--- config.mk ---
export PLATFORM = sky130hd
export DESIGN_NAME = hazard_scoreboard
export DESIGN_NICKNAME = d
export VERILOG_FILES = /design/src/rtl/hazard_pkg.sv /design/src/rtl/hazard_reg_timer.sv /design/src/rtl/hazard_scoreboard.sv
export SDC_FILE = /design/constraint.sdc
export NUM_CORES = 1
export LEC_CHECK = 0
export CORE_ASPECT_RATIO = 0.9
export CORE_MARGIN = 4
export CORE_UTILIZATION = 54
export CTS_BUF_LIST = sky130_fd_sc_hd__clkbuf_8 sky130_fd_sc_hd__clkbuf_16
export DETAILED_ROUTE_END_ITERATION = 6
export PLACE_DENSITY = 0.78
export SYNTH_ARGS = -nofsm -noshare
export SYNTH_HDL_FRONTEND = slang
export SYNTH_SLANG_ARGS = --single-unit
--- constraint.sdc ---
create_clock -name clk -period 4.9 [get_ports clk]
set_input_delay 0.49 -clock clk [delete_from_list [all_inputs] [get_ports clk]]
set_output_delay 0.49 -clock clk [all_outputs]
set_load 0.03 [all_outputs]
--- src/rtl/hazard_pkg.sv ---
// Shared constants and types for the ID-stage hazard scoreboard.
// Latency codes name how many cycles a result needs before it can be forwarded.
package hazard_pkg;

    localparam int LAT_ALU  = 0;
    localparam int LAT_LOAD = 1;
    localparam int LAT_MUL  = 4;

    typedef enum logic [1:0] {
        HZ_NONE,
        HZ_RAW,
        HZ_WAW,
        HZ_STRUCT
    } hazard_cause_t;

endpackage

--- src/rtl/hazard_reg_timer.sv ---
// Single down-counter tracking the cycles until one pending result is forwardable.
// A load in the same cycle wins over the decrement.
module hazard_reg_timer #(
    parameter int LATW = 3
) (
    input  logic            clk,
    input  logic            Reset,
    input  logic            load,
    input  logic [LATW-1:0] loadVal,
    output logic [LATW-1:0] count
);

    always_ff @(posedge clk) begin
        if (Reset) begin
            count <= '0;
        end else if (load) begin
            count <= loadVal;
        end else if (count != '0) begin
            count <= count - 1'b1;
        end
    end

endmodule

--- src/rtl/hazard_scoreboard.sv ---
// ID-stage scoreboard: per-register latency timers plus a Hi/Lo occupancy timer,
// producing a zero-latency stall for RAW, WAW and multiplier structural hazards.
module hazard_scoreboard
    import hazard_pkg::*;
#(
    parameter int NREGS   = 32,
    parameter int REGW    = 5,
    parameter int MAX_LAT = 7,
    parameter int LATW    = 3,
    parameter int MUL_LAT = LAT_MUL,
    parameter int STATW   = 16
) (
    input  logic             clk,
    input  logic             Reset,
    input  logic             id_valid,
    input  logic             id_flush,
    input  logic [REGW-1:0]  id_rs,
    input  logic [REGW-1:0]  id_rt,
    input  logic             id_use_rs,
    input  logic             id_use_rt,
    input  logic [REGW-1:0]  id_dest,
    input  logic             id_writes,
    input  logic [LATW-1:0]  id_lat,
    input  logic             id_is_mul,
    output logic             pc_write,
    output logic             ifid_enable,
    output logic             bubble,
    output logic             id_accept,
    output logic [NREGS-1:0] busy_vec,
    output logic [STATW-1:0] stall_count
);

    function automatic logic [LATW-1:0] clampLat(input logic [LATW-1:0] lat);
        if (int'(lat) > MAX_LAT) begin
            return LATW'(MAX_LAT);
        end
        return lat;
    endfunction

    function automatic logic [STATW-1:0] satInc(input logic [STATW-1:0] value);
        if (&value) begin
            return value;
        end
        return value + 1'b1;
    endfunction

    logic [NREGS-1:0][LATW-1:0] cnt;
    logic [LATW-1:0]            mulBusy;
    logic [LATW-1:0]            latC;
    logic                       rawHaz;
    logic                       wawHaz;
    logic                       structHaz;
    logic                       stall;
    logic                       live;

    assign latC = clampLat(id_lat);

    // A squashed or absent instruction never stalls; reset also holds the pipe open.
    assign live      = id_valid & ~id_flush & ~Reset;
    assign rawHaz    = (id_use_rs & (id_rs != '0) & (cnt[id_rs] != '0))
                     | (id_use_rt & (id_rt != '0) & (cnt[id_rt] != '0));
    assign wawHaz    = id_writes & (id_dest != '0) & (cnt[id_dest] > latC);
    assign structHaz = id_is_mul & (mulBusy != '0);
    assign stall     = live & (rawHaz | wawHaz | structHaz);

    assign id_accept   = live & ~stall;
    assign pc_write    = ~stall;
    assign ifid_enable = ~stall;
    assign bubble      = stall;

    assign cnt[0]      = '0;
    assign busy_vec[0] = 1'b0;

    for (genvar r = 1; r < NREGS; r++) begin : gReg
        logic loadReg;
        assign loadReg = id_accept & id_writes & (id_dest == REGW'(r));

        hazard_reg_timer #(.LATW(LATW)) uTimer (
            .clk     (clk),
            .Reset   (Reset),
            .load    (loadReg),
            .loadVal (latC),
            .count   (cnt[r])
        );

        assign busy_vec[r] = (cnt[r] != '0);
    end

    hazard_reg_timer #(.LATW(LATW)) uMulTimer (
        .clk     (clk),
        .Reset   (Reset),
        .load    (id_accept & id_is_mul),
        .loadVal (LATW'(MUL_LAT)),
        .count   (mulBusy)
    );

    always_ff @(posedge clk) begin
        if (Reset) begin
            stall_count <= '0;
        end else if (stall) begin
            stall_count <= satInc(stall_count);
        end
    end

endmodule

Word-level counts from Yosys, hierarchy flattened
Index checks and enable logic that the tools add are counted.
{"block": "classes", "n_addsub": 33, "magnitude_cmp": 4, "eq_ne": 32, "mux": 74, "n_bitwise": 50, "n_reduce_logical": 72}
{"op": "3-bit two-way mux", "n": 67}
{"op": "3-bit nonzero test", "n": 34}
{"op": "3-bit by 1-bit subtractor with 3-bit output (second input constant)", "n": 32}
{"op": "5-bit == test (second input constant)", "n": 16}
{"op": "2-bit nonzero test", "n": 32}
{"op": "3-bit binary-select mux with 5-bit select", "n": 3}
{"op": "1-bit bitwise AND", "n": 44}
{"op": "5-bit by 4-bit == test with 1-bit output (second input constant)", "n": 8}
{"op": "5-bit by 3-bit == test with 1-bit output (second input constant)", "n": 4}
{"op": "5-bit by 6-bit < comparator with 1-bit output (second input constant)", "n": 3}
{"op": "16-bit by 1-bit adder with 16-bit output (second input constant)", "n": 1}
{"op": "16-bit two-way mux", "n": 1}
{"op": "16-bit AND reduction", "n": 1}
{"op": "5-bit nonzero test", "n": 3}
{"op": "5-bit by 2-bit == test with 1-bit output (second input constant)", "n": 2}
{"op": "5-bit by 1-bit == test with 1-bit output (second input constant)", "n": 1}
{"op": "3-bit greater-than comparator", "n": 1}
{"op": "1-bit two-way mux", "n": 3}
{"op": "1-bit NOT", "n": 3}
{"op": "1-bit bitwise OR", "n": 3}
{"op": "2-bit != test (second input constant)", "n": 1}
{"op": "2-bit AND reduction", "n": 1}
{"op": "2-bit OR reduction", "n": 1}
{"block": "word_totals", "reg_bits": 112, "out_inout_bits": 52}

Longest topological paths before layout
{"block": "logic_depth", "word_depth": 13, "depth_mapped": 19, "ltp_nobuf": 14}

Hierarchy
A second synthesis with hierarchy kept.
{"block": "unflattened", "hier_cells": 1051, "hier_area_um2": 9492.9}
{"module": "hazard_reg_timer", "instances": 32, "cells_per_inst": 21, "area_per_inst_um2": 202.7, "seq_area_each_um2": 60.1}
{"module": "hazard_scoreboard", "instances": 1, "cells_per_inst": 379, "area_per_inst_um2": 3006.6, "seq_area_each_um2": 320.3}

Least setup slack after synthesis
Ideal clock, no wire load.
{"block": "synth_timing", "kind": "input-to-output", "start": "input port id_dest[0]", "end": "output port bubble", "arrival_ps": 4649, "required_ps": 4410, "path_slack_ps": -239, "cell_stages": 16, "cell_sequence": "clkbuf_1 -> buf_1 -> mux4_2 -> mux4_2 -> mux2_2 -> ha_1 -> nor2b_1 -> o21ai_0 -> a221oi_1 -> a211oi_1 -> nand4b_1 -> or2_1 -> buf_6 -> buf_6 -> nand2_1 -> inv_1"}
{"block": "synth_between", "elab_chain_len": 7}
{"element": "from (decl)", "line": "hazard_scoreboard.sv:21", "rtl": "input logic [REGW-1:0] id_dest,"}
{"element": "3-bit binary-select mux with 5-bit select", "line": "hazard_scoreboard.sv:62", "rtl": "assign wawHaz = id_writes & (id_dest != '0) & (cnt[id_dest] > latC);"}
{"element": "3-bit two-way mux (implied by the code)", "line": "hazard_scoreboard.sv:62"}
{"element": "3-bit greater-than comparator", "line": "hazard_scoreboard.sv:62"}
{"element": "1-bit bitwise AND *", "line": "hazard_scoreboard.sv:62"}
{"element": "1-bit bitwise OR * (2 in a row)", "line": "hazard_scoreboard.sv:64", "rtl": "assign stall = live & (rawHaz | wawHaz | structHaz);"}
{"element": "1-bit bitwise AND *", "line": "hazard_scoreboard.sv:64"}
{"element": "to (decl)", "line": "hazard_scoreboard.sv:27", "rtl": "output logic bubble,"}
Every way passes the cells marked *; elsewhere a longest branch is shown, timed or not. The select of a mux whose other input is x is not followed.

Worst setup path after layout
{"block": "layout_timing", "start": "input port id_dest[0]", "end": "output port id_accept"}
{"block": "layout_between", "elab_chain_len": 9}
{"element": "3-bit binary-select mux with 5-bit select", "line": "hazard_scoreboard.sv:62"}
{"element": "3-bit two-way mux (implied by the code)", "line": "hazard_scoreboard.sv:62"}
{"element": "3-bit greater-than comparator", "line": "hazard_scoreboard.sv:62"}
{"element": "1-bit bitwise AND *", "line": "hazard_scoreboard.sv:62"}
{"element": "1-bit bitwise OR * (2 in a row)", "line": "hazard_scoreboard.sv:64"}
{"element": "1-bit bitwise AND *", "line": "hazard_scoreboard.sv:64"}
{"element": "1-bit NOT *", "line": "hazard_scoreboard.sv:66", "rtl": "assign id_accept = live & ~stall;"}
{"element": "1-bit bitwise AND *", "line": "hazard_scoreboard.sv:66"}
{"element": "to (decl)", "line": "hazard_scoreboard.sv:28", "rtl": "output logic id_accept,"}
Marks and branches as above.

==> flow_metrics.py <==
metrics = {
    "floorplan": {
        "core_sq_um": 15700,
        "num_io_pins": 78,
        "start_util_pct": 55.8,
        "die_area_sq_um": 18300,
        "die_w_um": 142,
        "rows": 43,
        "fp.dieH_um": 129,
    },
    "clocking": {
        "cts_tree": "done",
        "cts.htree.levels": 3,
        "path_clk_slew_ns": 0.07,
        "cts_sinks": 112,
        "numCtsBuffers": 9,
        "insertion_delay_ns": 0.37,
        "cts-root-buf": "clkbuf_16",
        "clock_path_buffers": 2,
        "cts_hold_buf": 0,
    },
    "logic_synthesis": {
        "synthArstFlopShare_pct": 0,
        "synth_top_area_share_pct": 25.7,
        "synth.avg_cell_area_sq_um": 8.84,
        "netlist_instances": 987,
        "synth_seq_cells": 112,
        "synth_cell_types": 62,
        "synth_warnings": 0,
        "synth_seq_area_share_pct": 25.7,
        "syn-cell-area_sq_um": 8730,
        "synth_area_leader_cell": "dfxtp_1",
        "synth_edf_count": 0,
        "synth-main-ff-cell": "dfxtp_1",
        "synth_nets": 1081,
        "yosys-top-cells-area": "dfxtp_1 (26%), ha_1 (9.7%), mux2i_1 (7.6%)",
    },
    "power": {
        "finalPower_mw": 6.10,
        "p_int_mw": 3.30,
        "switching_share_pct": 45.9,
        "pwr-share-seq_pct": 29.2,
        "comb_power_share_pct": 58.9,
        "p_clk_share_pct": 11.9,
        "peakVddDrop_mv": 0.418,
        "p_switching_mw": 2.80,
        "cellLeakagePower_nw": 4.22,
        "pwr_density_cell_nw_per_um2": 609,
    },
    "final_layout": {
        "finalNonFillerCells": 1256,
        "drive_gt1_share_pct": 12.9,
        "n_antenna_cell": 0,
        "nFillCells": 1299,
        "area_delta_synth_final_pct": 14.8,
        "final_nets": 1143,
        "post-route-util_pct": 64.0,
        "design_area_sq_um": 10000,
    },
    "grt": {
        "grt_overflow": 0,
        "grt_pass1_vias": 7122,
        "grt_usage_pct": 26.4,
        "antenna_found_initial": 0,
        "grt_start_max_net_pins": 79,
        "grt_pass1_wl_um": 38100,
    },
    "critical_path": {
        "reg2reg_slack_ns": 0.86,
        "cp_max_fo": 17,
        "path_class": "in2out",
        "start_kind": "primary input",
        "end_kind": "primary output",
        "worstPathArrival_ns": 4.17,
        "worstPathRequired_ns": 4.41,
    },
    "sta": {
        "hold_ws_ns": 0.509,
        "tns_ns": 0,
        "fin_skew_ns": 0.00987,
        "tightest_slew_ns": 1.15,
        "finalHoldViolations": 0,
        "fin_ws_ns": 0.241,
        "max_freq_mhz": 215,
        "relSlewSlack_pct": 22.9,
        "finalCritPeriodShare_pct": 95.1,
        "setup_viol": 0,
        "fin_crit_ns": 4.66,
        "grt_setup_unrepaired": "no",
        "report.final.slew_viol_count": 0,
    },
    "place": {
        "dp_cells": 1239,
        "pre_cts_slack_ns": 0.0651,
        "place_hpwl_um": 18000,
        "dpl-instance-area_sq_um": 9710,
        "port_buffers": 76,
        "place_congestion": 0.977,
    },
    "detailed_routing": {
        "wl_per_cell_um": 19.3,
        "drc": 0,
        "via_count": 7735,
        "drt-vias-per-instance": 6.16,
        "routed_wirelength_um": 24300,
        "drtAntennaViolNets": 0,
        "drt_iter0_drc": 1125,
        "drt_pass1_iterations": 7,
    },
    "min_path": {
        "hold_path.class": "reg2reg",
    },
    "job": {
        "drv_cap": 0,
    },
    "run_status": {
        "run_status": "finished, final reports clean",
    },
}
[registers in the layout, indices dropped and copies added (netlist names)]
name / flops
gReg.uTimer.count: 93
uMulTimer.count: 3
stall_count: 16
[kinds of logic after synthesis]
kind of cell | synth area share (%)
xor gates and xnor gates | 3.21
and+or+nand+nor | 22.6
other | 0.0430
DFF | 25.7
adders and majority gates | 9.75
AOI/OAI and AO/OA | 9.03
buffers and inverters | 6.62
muxes | 23.0
[critical path, stage by stage]
cell and delay (ns):
buf_2 0.37, buf_4 0.31, mux4_2 0.54, mux4_2 0.46, mux2_2 0.28, ha_1 0.29, o21ai_0 0.09, a221oi_1 0.11
a211oi_1 0.24, nand4b_1 0.15, or2_1 0.27, buf_12 0.19, nor2_1 0.17, buf_4 0.19
[path summary, 6_finish.rpt]
path	start	endpoint	cells past startpoint
worst max-delay path	id_dest[0]	id_accept	14
worst min-delay path	stall_count[11]	stall_count[11]	2
worst max register to register	gReg[15].uTimer.count[1]	gReg[23].uTimer.count[1]	13
worst min register to register	stall_count[11]	stall_count[11]	2
[power by group through the flow]
stage	combinational (mW)	clock, mW	sequential, mW
after floorplan	2.71	0	1.57
after global routing	3.99	0.775	1.81
after global placement	3.47	0	1.76
after detailed placement	3.56	0	1.78
after CTS	3.59	0.737	1.76
final	3.59	0.727	1.78
[repair_timing]
item                                   in CTS  in global routing
setup endpoints to repair                   0                  4
buffers inserted                            0                  0
resized for setup                           0                  1
endpoints found under the hold margin       0                  0
[area by class of cell]
class / instances / area, sq um / share of cell area (%)
multi-input cells: 735 / 5910 / 59.0
flip-flops and latches: 112 / 2240 / 22.4
repair buffers: 102 / 993 / 9.91
inverters: 89 / 334 / 3.33
clock buffers: 11 / 253 / 2.52
well taps: 202 / 253 / 2.52
clock inverters: 5 / 32.5 / 0.325
[cell usage in the layout, fill, tap and decap left out, types with 24 or more instances in the layout]
cell,count
buf_4,26
ha_1,68
dfxtp_1,112
nand2b_1,25
o211ai_1,24
nor3_1,30
nor2b_1,25
inv_1,89
xnor2_1,32
mux2_2,43
nor2_1,112
a21oi_1,25
mux4_2,28
nor4_1,27
nand3_1,27
clkdlybuf4s50_1,69
nand2_1,60
mux2i_1,66
[synthesized netlist by cell type, types with 27 or more instances]
master    instances
clkbuf_1         30
dfxtp_1         112
ha_1             68
inv_1            87
mux2_2           43
mux2i_1          66
mux4_2           28
nand2_1          60
nand3_1          27
nor2_1          114
nor3_1           30
nor4_1           27
xnor2_1          32
[metal layers]
layer / part of all wire, % / wire length [um] / track usage (%) / vias up
met5: 0 / 0 / 0 / -
met4: 2.6 / 627 / 7.45 / 0
met3: 9.8 / 2370 / 7.06 / 53
met2: 45 / 11000 / 41.5 / 397
met1: 42 / 10300 / 35.9 / 3654
li1: - / - / - / 3631
(Power assumes the default switching activity.)
